===== src/rtl/logic_fold_unit.sv =====
// rtl/logic_fold_unit.sv - registered bitwise logic unit with pairwise and fold modes
//
// Applies one of eight bitwise operations to WIDTH-bit operands. In pairwise
// mode each beat yields f(a,b). In fold mode the first beat seeds
// acc = f(a,b), and each later beat updates acc = f(acc,a) until last.
//
// Ports:
//   clk, rst            rising-edge clock, synchronous active-high reset
//   in_valid/in_ready   operand beat handshake (in_ready depends on out_ready)
//   op, mode            operation and pairwise/fold select, taken on first beat
//   a, b, last          operands (b first beat only), fold terminator
//   out_valid/out_ready result handshake
//   out, count          registered result and saturating beat count
module logic_fold_unit #(
  parameter int WIDTH = 8,
  parameter int CNT_W = 4
) (
  input  logic             clk,
  input  logic             rst,
  input  logic             in_valid,
  output logic             in_ready,
  input  logic [2:0]       op,
  input  logic             mode,
  input  logic [WIDTH-1:0] a,
  input  logic [WIDTH-1:0] b,
  input  logic             last,
  output logic             out_valid,
  input  logic             out_ready,
  output logic [WIDTH-1:0] out,
  output logic [CNT_W-1:0] count
);

  typedef enum logic [1:0] {S_IDLE, S_ACC, S_OUT} state_t;

  state_t           state;
  logic [WIDTH-1:0] acc;
  logic [2:0]       op_q;
  logic             mode_q;

  logic             accept;
  logic [WIDTH-1:0] first_val;
  logic [WIDTH-1:0] fold_val;
  logic [CNT_W-1:0] count_inc;

  // NOT and PASS look only at the second argument, so on a fold's later
  // beats they act on the new operand a rather than on the accumulator.
  function automatic logic [WIDTH-1:0] fop(input logic [2:0] o,
                                           input logic [WIDTH-1:0] x,
                                           input logic [WIDTH-1:0] y);
    logic [WIDTH-1:0] r;
    case (o)
      3'd0:    r = ~(x | y);
      3'd1:    r = ~(x & y);
      3'd2:    r = x & y;
      3'd3:    r = x | y;
      3'd4:    r = x ^ y;
      3'd5:    r = ~(x ^ y);
      3'd6:    r = ~y;
      default: r = y;
    endcase
    return r;
  endfunction

  // A held result only blocks new beats when the consumer is not taking it
  // this cycle; that lets OUT overlap the next first beat.
  assign in_ready  = !rst && ((state != S_OUT) || out_ready);
  assign accept    = in_valid && in_ready;
  assign out_valid = (state == S_OUT);

  assign first_val = fop(op, a, b);
  assign fold_val  = fop(op_q, acc, a);
  assign count_inc = (count == {CNT_W{1'b1}}) ? count : count + CNT_W'(1);

  always_ff @(posedge clk) begin
    if (rst) begin
      state  <= S_IDLE;
      acc    <= '0;
      out    <= '0;
      count  <= '0;
      op_q   <= 3'd0;
      mode_q <= 1'b0;
    end else begin
      case (state)
        S_IDLE, S_OUT: begin
          // In OUT an accept implies out_ready, so the held result has
          // transferred and the beat starts a new result.
          if (accept) begin
            op_q   <= op;
            mode_q <= mode;
            acc    <= first_val;
            count  <= CNT_W'(1);
            if (!mode || last) begin
              out   <= first_val;
              state <= S_OUT;
            end else begin
              state <= S_ACC;
            end
          end else if (state == S_OUT && out_ready) begin
            state <= S_IDLE;
          end
        end
        S_ACC: begin
          if (accept) begin
            acc   <= fold_val;
            count <= count_inc;
            if (last || !mode_q) begin
              out   <= fold_val;
              state <= S_OUT;
            end
          end
        end
        default: state <= S_IDLE;
      endcase
    end
  end

endmodule


===== config.mk =====
export PLATFORM = sky130hd
export DESIGN_NAME = logic_fold_unit
export DESIGN_NICKNAME = d
export VERILOG_FILES = /design/src/rtl/logic_fold_unit.sv
export SDC_FILE = /design/constraint.sdc
export NUM_CORES = 1
export LEC_CHECK = 0
export ABC_AREA = 1
export ABC_CLOCK_PERIOD_IN_PS = 1420
export CAP_MARGIN = 20
export CORE_MARGIN = 4
export CORE_UTILIZATION = 52
export DETAILED_ROUTE_END_ITERATION = 12
export HOLD_SLACK_MARGIN = 0.08
export PLACE_DENSITY = 0.78
export SYNTH_ARGS = -nofsm -noshare
export SYNTH_HDL_FRONTEND = slang
export SYNTH_SLANG_ARGS = --single-unit

===== constraint.sdc =====
create_clock -name clk -period 1.42 [get_ports clk]
set_input_delay 0.426 -clock clk [delete_from_list [all_inputs] [get_ports clk]]
set_output_delay 0.426 -clock clk [all_outputs]
set_load 0.005 [all_outputs]

-- Word-level counts from Yosys, hierarchy flattened
Cells that the tools add are included.
- add/sub/neg operators: 1
- reductions and logical operators: 19
- bitwise gates (word level): 14
- equal/unequal tests: 22
- multiplexer cells: 20
- operator list (operator ; number):
    case mux 8 bit (7 select lines) ; 2
    inverter 8 bit ; 8
    two-way mux 8 bit ; 6
    case mux 8 bit (2 select lines) ; 2
    == test 3 bit (second input constant) ; 6
    bitwise AND 8 bit ; 2
    bitwise OR 8 bit ; 2
    XOR 8 bit ; 2
    == test 3 x 2 -> 1 bit (second input constant) ; 4
    two-way mux 4 bit ; 3
    != test 2 bit (second input constant) ; 6
    two-way mux 2 bit ; 5
    case mux 4 bit (2 select lines) ; 1
    == test 3 x 1 -> 1 bit (second input constant) ; 2
    zero test 3 bit ; 2
    AND reduction 3 bit ; 2
    AND reduction 5 bit ; 1
    adder 4 x 1 -> 4 bit (second input constant) ; 1
    == test 4 bit (second input constant) ; 1
    case mux 2 bit (2 select lines) ; 1
    AND reduction 4 bit ; 1
    logical AND 1 bit ; 3
    zero test 1 bit ; 3
    logical OR 1 bit ; 3
    other kinds (7) ; 7
- logic and storage cells: 82
- flip-flop bits (word level): 26
- output and inout bits: 14

-- Depth between registers and ports, before layout
- word-level depth: 6
- mapped depth: 11
- gate-level depth less buffers: 11

-- Worst setup path before layout
No wires, ideal clock.
- path type: input to register
- start point: input port op[2]
- end point: register out[0]
- setup slack: -0.062 ns
- stages on the path: 11
- setup time: 0.111 ns
- data arrival time: 1.370 ns
- buffers on the path: 2
- cell sequence: buf_2 -> inv_1 -> buf_2 -> nand3_1 -> nand2_1 -> nor2_1 -> nand2_1 -> nand2_1 -> nand2_1 -> nor2_1 -> nor2_1
- cells in the longest elaborated chain, start to end: 5
- elaborated cells on any way between the ends: 11
- RTL lines (item ; line ; source):
    start, declared ; 22 ; input logic [2:0] op,
    == test 3 bit (tied with other cells) ; 51 ; case (o)
    case mux 8 bit (7 select lines) (*) ; 51 ;
    two-way mux 8 bit (*) ; 92 ; if (!mode || last) begin
    two-way mux 8 bit (*) ; 87 ; if (accept) begin
    case mux 8 bit (2 select lines) (*) ; 83 ; case (state)
    end signal, assigned ; 93 ; out <= first_val;
    end signal, assigned ; 107 ; out <= fold_val;
    end, declared ; 29 ; output logic [WIDTH-1:0] out,
Mark *: on every way between the ends. The rest lies on a longest branch, timed or not. The select of a mux whose other input is x is not followed.
A chain may end at the register's enable or synchronous reset.

-- Worst setup path in the final report
- start point: register state[1]
- end point: register acc[2]
- cells in the longest elaborated chain, start to end: 6
- elaborated cells on any way between the ends: 13
- RTL lines (item ; line ; source):
    start, declared ; 35 ; state_t state;
    start signal, assigned ; 76 ; state <= S_IDLE;
    start signal, assigned ; 94 ; state <= S_OUT;
    start signal, assigned ; 96 ; state <= S_ACC;
    != test 2 bit ; 66 ; assign in_ready = !rst && ((state != S_OUT) || out_ready);
    logical OR 1 bit ; 66 ;
    logical AND 1 bit ; 66 ;
    logical AND 1 bit ; 67 ; assign accept = in_valid && in_ready;
    != test 2 bit (no line) ; n/a ;
    AND reduction 3 bit (no line) ; n/a ;
    end signal, assigned ; 90 ; acc <= first_val;
    end signal, assigned ; 104 ; acc <= fold_val;
    end, declared ; 36 ; logic [WIDTH-1:0] acc;
Parallel ways exist; a longest one is shown, timed or not.

==> key figures <==
Status
  – Run status: finished with violations
  – Failing checks: setup timing

GRT
  – Initial antenna violation count: 0
  – Vias in the first global route: 4133
  – Global-route wire length before repair: around 19 mm
  – Gr usage total: 31.36%
  – Grt total ovfl: 0
  – Pin count of the biggest net entering global routing: 25

Hold path
  – HP Class: reg2reg

Clock tree
  – Clock sinks: 26
  – Post-CTS Hold Buffers: 0
  – Htree depth: 1
  – Clk slew on worst S/H paths: 0.10 ns
  – CTS tree: built
  – CTS Buffer Depth: 2
  – Root Buffer: clkbuf_8
  – Clk_lat worst skew: roughly 0.28 ns
  – Total CTS buffers: 3

Placed design
  – GPL Wtd Cong: 0.8785
  – Post-DP HPWL: 7.591 mm
  – Port Buf Inserts: 38
  – Cell Count Post-Placement: between 700 and 800

STA
  – Max-slew violation total from the final report: 0
  – Fmax: 657.7 MHz
  – Fin crit share: 107.1%
  – Setup violators final: 21
  – Final hold vios: 0
  – Fin Clk Skew: approximately 0.0023 ns
  – RSZ-0062 raised after global routing: true
  – Fin worst setup slack: -0.1006 ns
  – Worst slew margin: between 70 and 80%
  – Tmin final: 1.521 ns
  – Tightest Pin Transition: 0.4220 ns

Critical path
  – Reg2Reg Depth: 10
  – Cell mode on critical path: buf_6
  – CP Cell Sequence: buf_6 > nand3_4 > buf_6 > nand3_4 > a21oi_4 > buf_6 > inv_8 > a21oi_2 > nand2_2 > inv_2
  – WP data required: 1.65 ns
  – Critical-path top delay cell: dfxtp_2
  – Nature of the critical path endpoint: flop
  – Critical Path End: acc[2]$_SDFFE_PP0P_
  – R2R Setup Slk: -0.10 ns
  – Crit path kind: reg2reg
  – Reg2Reg Launch Point: state[1]$_SDFFE_PP0P_
  – Crit path max fanout: 8
  – Worst EP arrival: ~1.8 ns
  – CP Launch Point: state[1]$_SDFFE_PP0P_
  – Reg-to-reg critical path endpoint: acc[2]$_SDFFE_PP0P_
  – CP max stage delay: 0.34 ns
  – CP Launch Type: flop

Route
  – Initial DRC Count: 470
  – Routed vias: 4262
  – Vias per cell: 5.791
  – Post-Route WL: ~12 mm
  – Pre-antenna DRT Iters: 8
  – WL/cell: 16.46 microns
  – DRC: 0
  – Antenna violation net count after detailed routing: 0

Logic synthesis
  – Register bit total from synthesis: 26
  – Synth cell types: 24
  – Seq/Total Area, Yosys: 16.30%
  – Post-synth net total: 616
  – Syn Inst Count: 558
  – Area share of the leading cell type in the synthesized netlist: a little under a fifth
  – Synthesized cell area: 0.003193 sq mm
  – Syn_area_per_cell: 5.722 sq um
  – Synth Warn #: 0
  – Ranking of synthesized cells by area: nand2_1, dfxtp_1, ha_1
  – Yosys top cell by area: nand2_1

Cells and area
  – Fill cells: 404
  – Share of layout cells above drive strength 1: 34.64%
  – Final Util: 81.11%
  – Non-filler instance count after layout: roughly 740
  – Area grow syn2layout: 51.29%
  – Commonest non-fill, non-tap cell in the layout: nand2_1
  – Most frequent cells in the layout: nand2_1, inv_1, buf_4
  – Diode count: 0
  – Nets: 720

Floorplan
  – FP Rows: 28
  – Die footprint: 0.007458 sq mm
  – I/O Pins: 39
  – Initial Utilization: 53.61%
  – Core area: 0.005956 sq mm
  – Die Ht: 86.36 microns
  – Die width: 86.36 microns

Power and ir drop
  – Maximum vdd drop: 0.4619 mV
  – Pleak: 2.583 nW
  – Power density over the cells: ~580 mW/mm^2

Run
  – Max Cap Violations: 0
[cell families after synthesis]
family | count (synthesis) | share of synthesized area, %
flip-flops | 26 | 16.30
adder cells (fa/ha/maj) | 33 | 12.93
AO/OA/AOI/OAI | 38 | 6.113
AND/OR/NAND/NOR | 338 | 48.35
XOR/XNOR | 1 | 0.2743
buffers and inverters | 122 | 16.03
[per-stage QoR]
stage          total power (W)  hold WS (ns)  worst slack [ns]  TNS, ns  instance area (sq um)
3_3_place_gp          0.001841        0.4406           -0.8414   -18.79                   4085
4_1_cts               0.002654        0.4750          -0.05624  -0.1618                   4601
2_1_floorplan         0.001442        0.4299          0.002576        0                   3196
5_1_grt               0.002954        0.5023           -0.2072   -2.606                   4831
3_5_place_dp          0.001879        0.4587           -0.9451   -20.44                   4085
6_report              0.002796        0.4786           -0.1006   -1.144                   4831
[cell type report]
type	count	area [sq um]	share of cell area, %
Sequential cell	26	550.5	11.40
Inverter	97	384.1	7.951
Tap cell	75	93.84	1.943
Multi-Input combinational cell	410	2582	53.46
Clock inverter	1	30.03	0.6216
Timing Repair Buffer	124	1149	23.78
Clock buffer	3	41.29	0.8547
[cells in the mapped netlist (all sizes together)]
library cell  count
clkinv            1
o21ai             4
xor2              1
dfxtp            26
nand4            35
clkbuf            3
nand3b            8
a21oi            33
inv              96
ha               33
nor2             61
buf              22
a31oi             1
nor3              2
nand3            72
nand2           160
[how the worst min path moves through the flow]
stage / start / endpoint / slack, ns / depth (start not counted)
4_1_cts: mode_q$_SDFFE_PP0P_ / mode_q$_SDFFE_PP0P_ / 0.47 / 2
5_1_grt: mode_q$_SDFFE_PP0P_ / mode_q$_SDFFE_PP0P_ / 0.50 / 2
3_3_place_gp: mode_q$_SDFFE_PP0P_ / mode_q$_SDFFE_PP0P_ / 0.44 / 2
2_1_floorplan: mode_q$_SDFFE_PP0P_ / mode_q$_SDFFE_PP0P_ / 0.43 / 2
3_5_place_dp: mode_q$_SDFFE_PP0P_ / mode_q$_SDFFE_PP0P_ / 0.46 / 2
6_report: mode_q$_SDFFE_PP0P_ / mode_q$_SDFFE_PP0P_ / 0.48 / 2
[state kept, by name (all words and copies together), names as in the netlist]
name / flops
out: 8
op_q: 3
count: 4
state: 2
acc: 8
mode_q: 1
[metal layers]
layer  up-vias  GRT usage, %  wire, microns  share of wire [%]
li1       1990             -              -                  -
met1      1967         36.00           4642                 38
met2       252         56.82           6131                 51
met3        53         4.278            846                7.0
met4         0         14.87            490                4.0
met5         -             0              0                  0
[where the power goes]
part           switching, W  internal [W]  total, W
logic              0.000746      0.000575   0.00132
registers         0.0000397      0.000785  0.000824
clock network      0.000272      0.000378  0.000651
total               0.00106       0.00174   0.00280
[critical path: cells and delay by family (launching register included)]
family          cells  cell delay [ns]
compound gates      2             0.34
buf+inv             5             0.50
flops               1             0.34
simple gates        3             0.27
[timing repair]
item / in CTS / in global routing
hold endpoints to repair: 0 / 0
gates cloned: 2 / 0
pin swaps: 17 / 37
setup buffers: 14 / 4
endpoints found under the setup margin: 40 / 27
gates resized for setup: 149 / 73
Power figures use the tool's default switching activity.
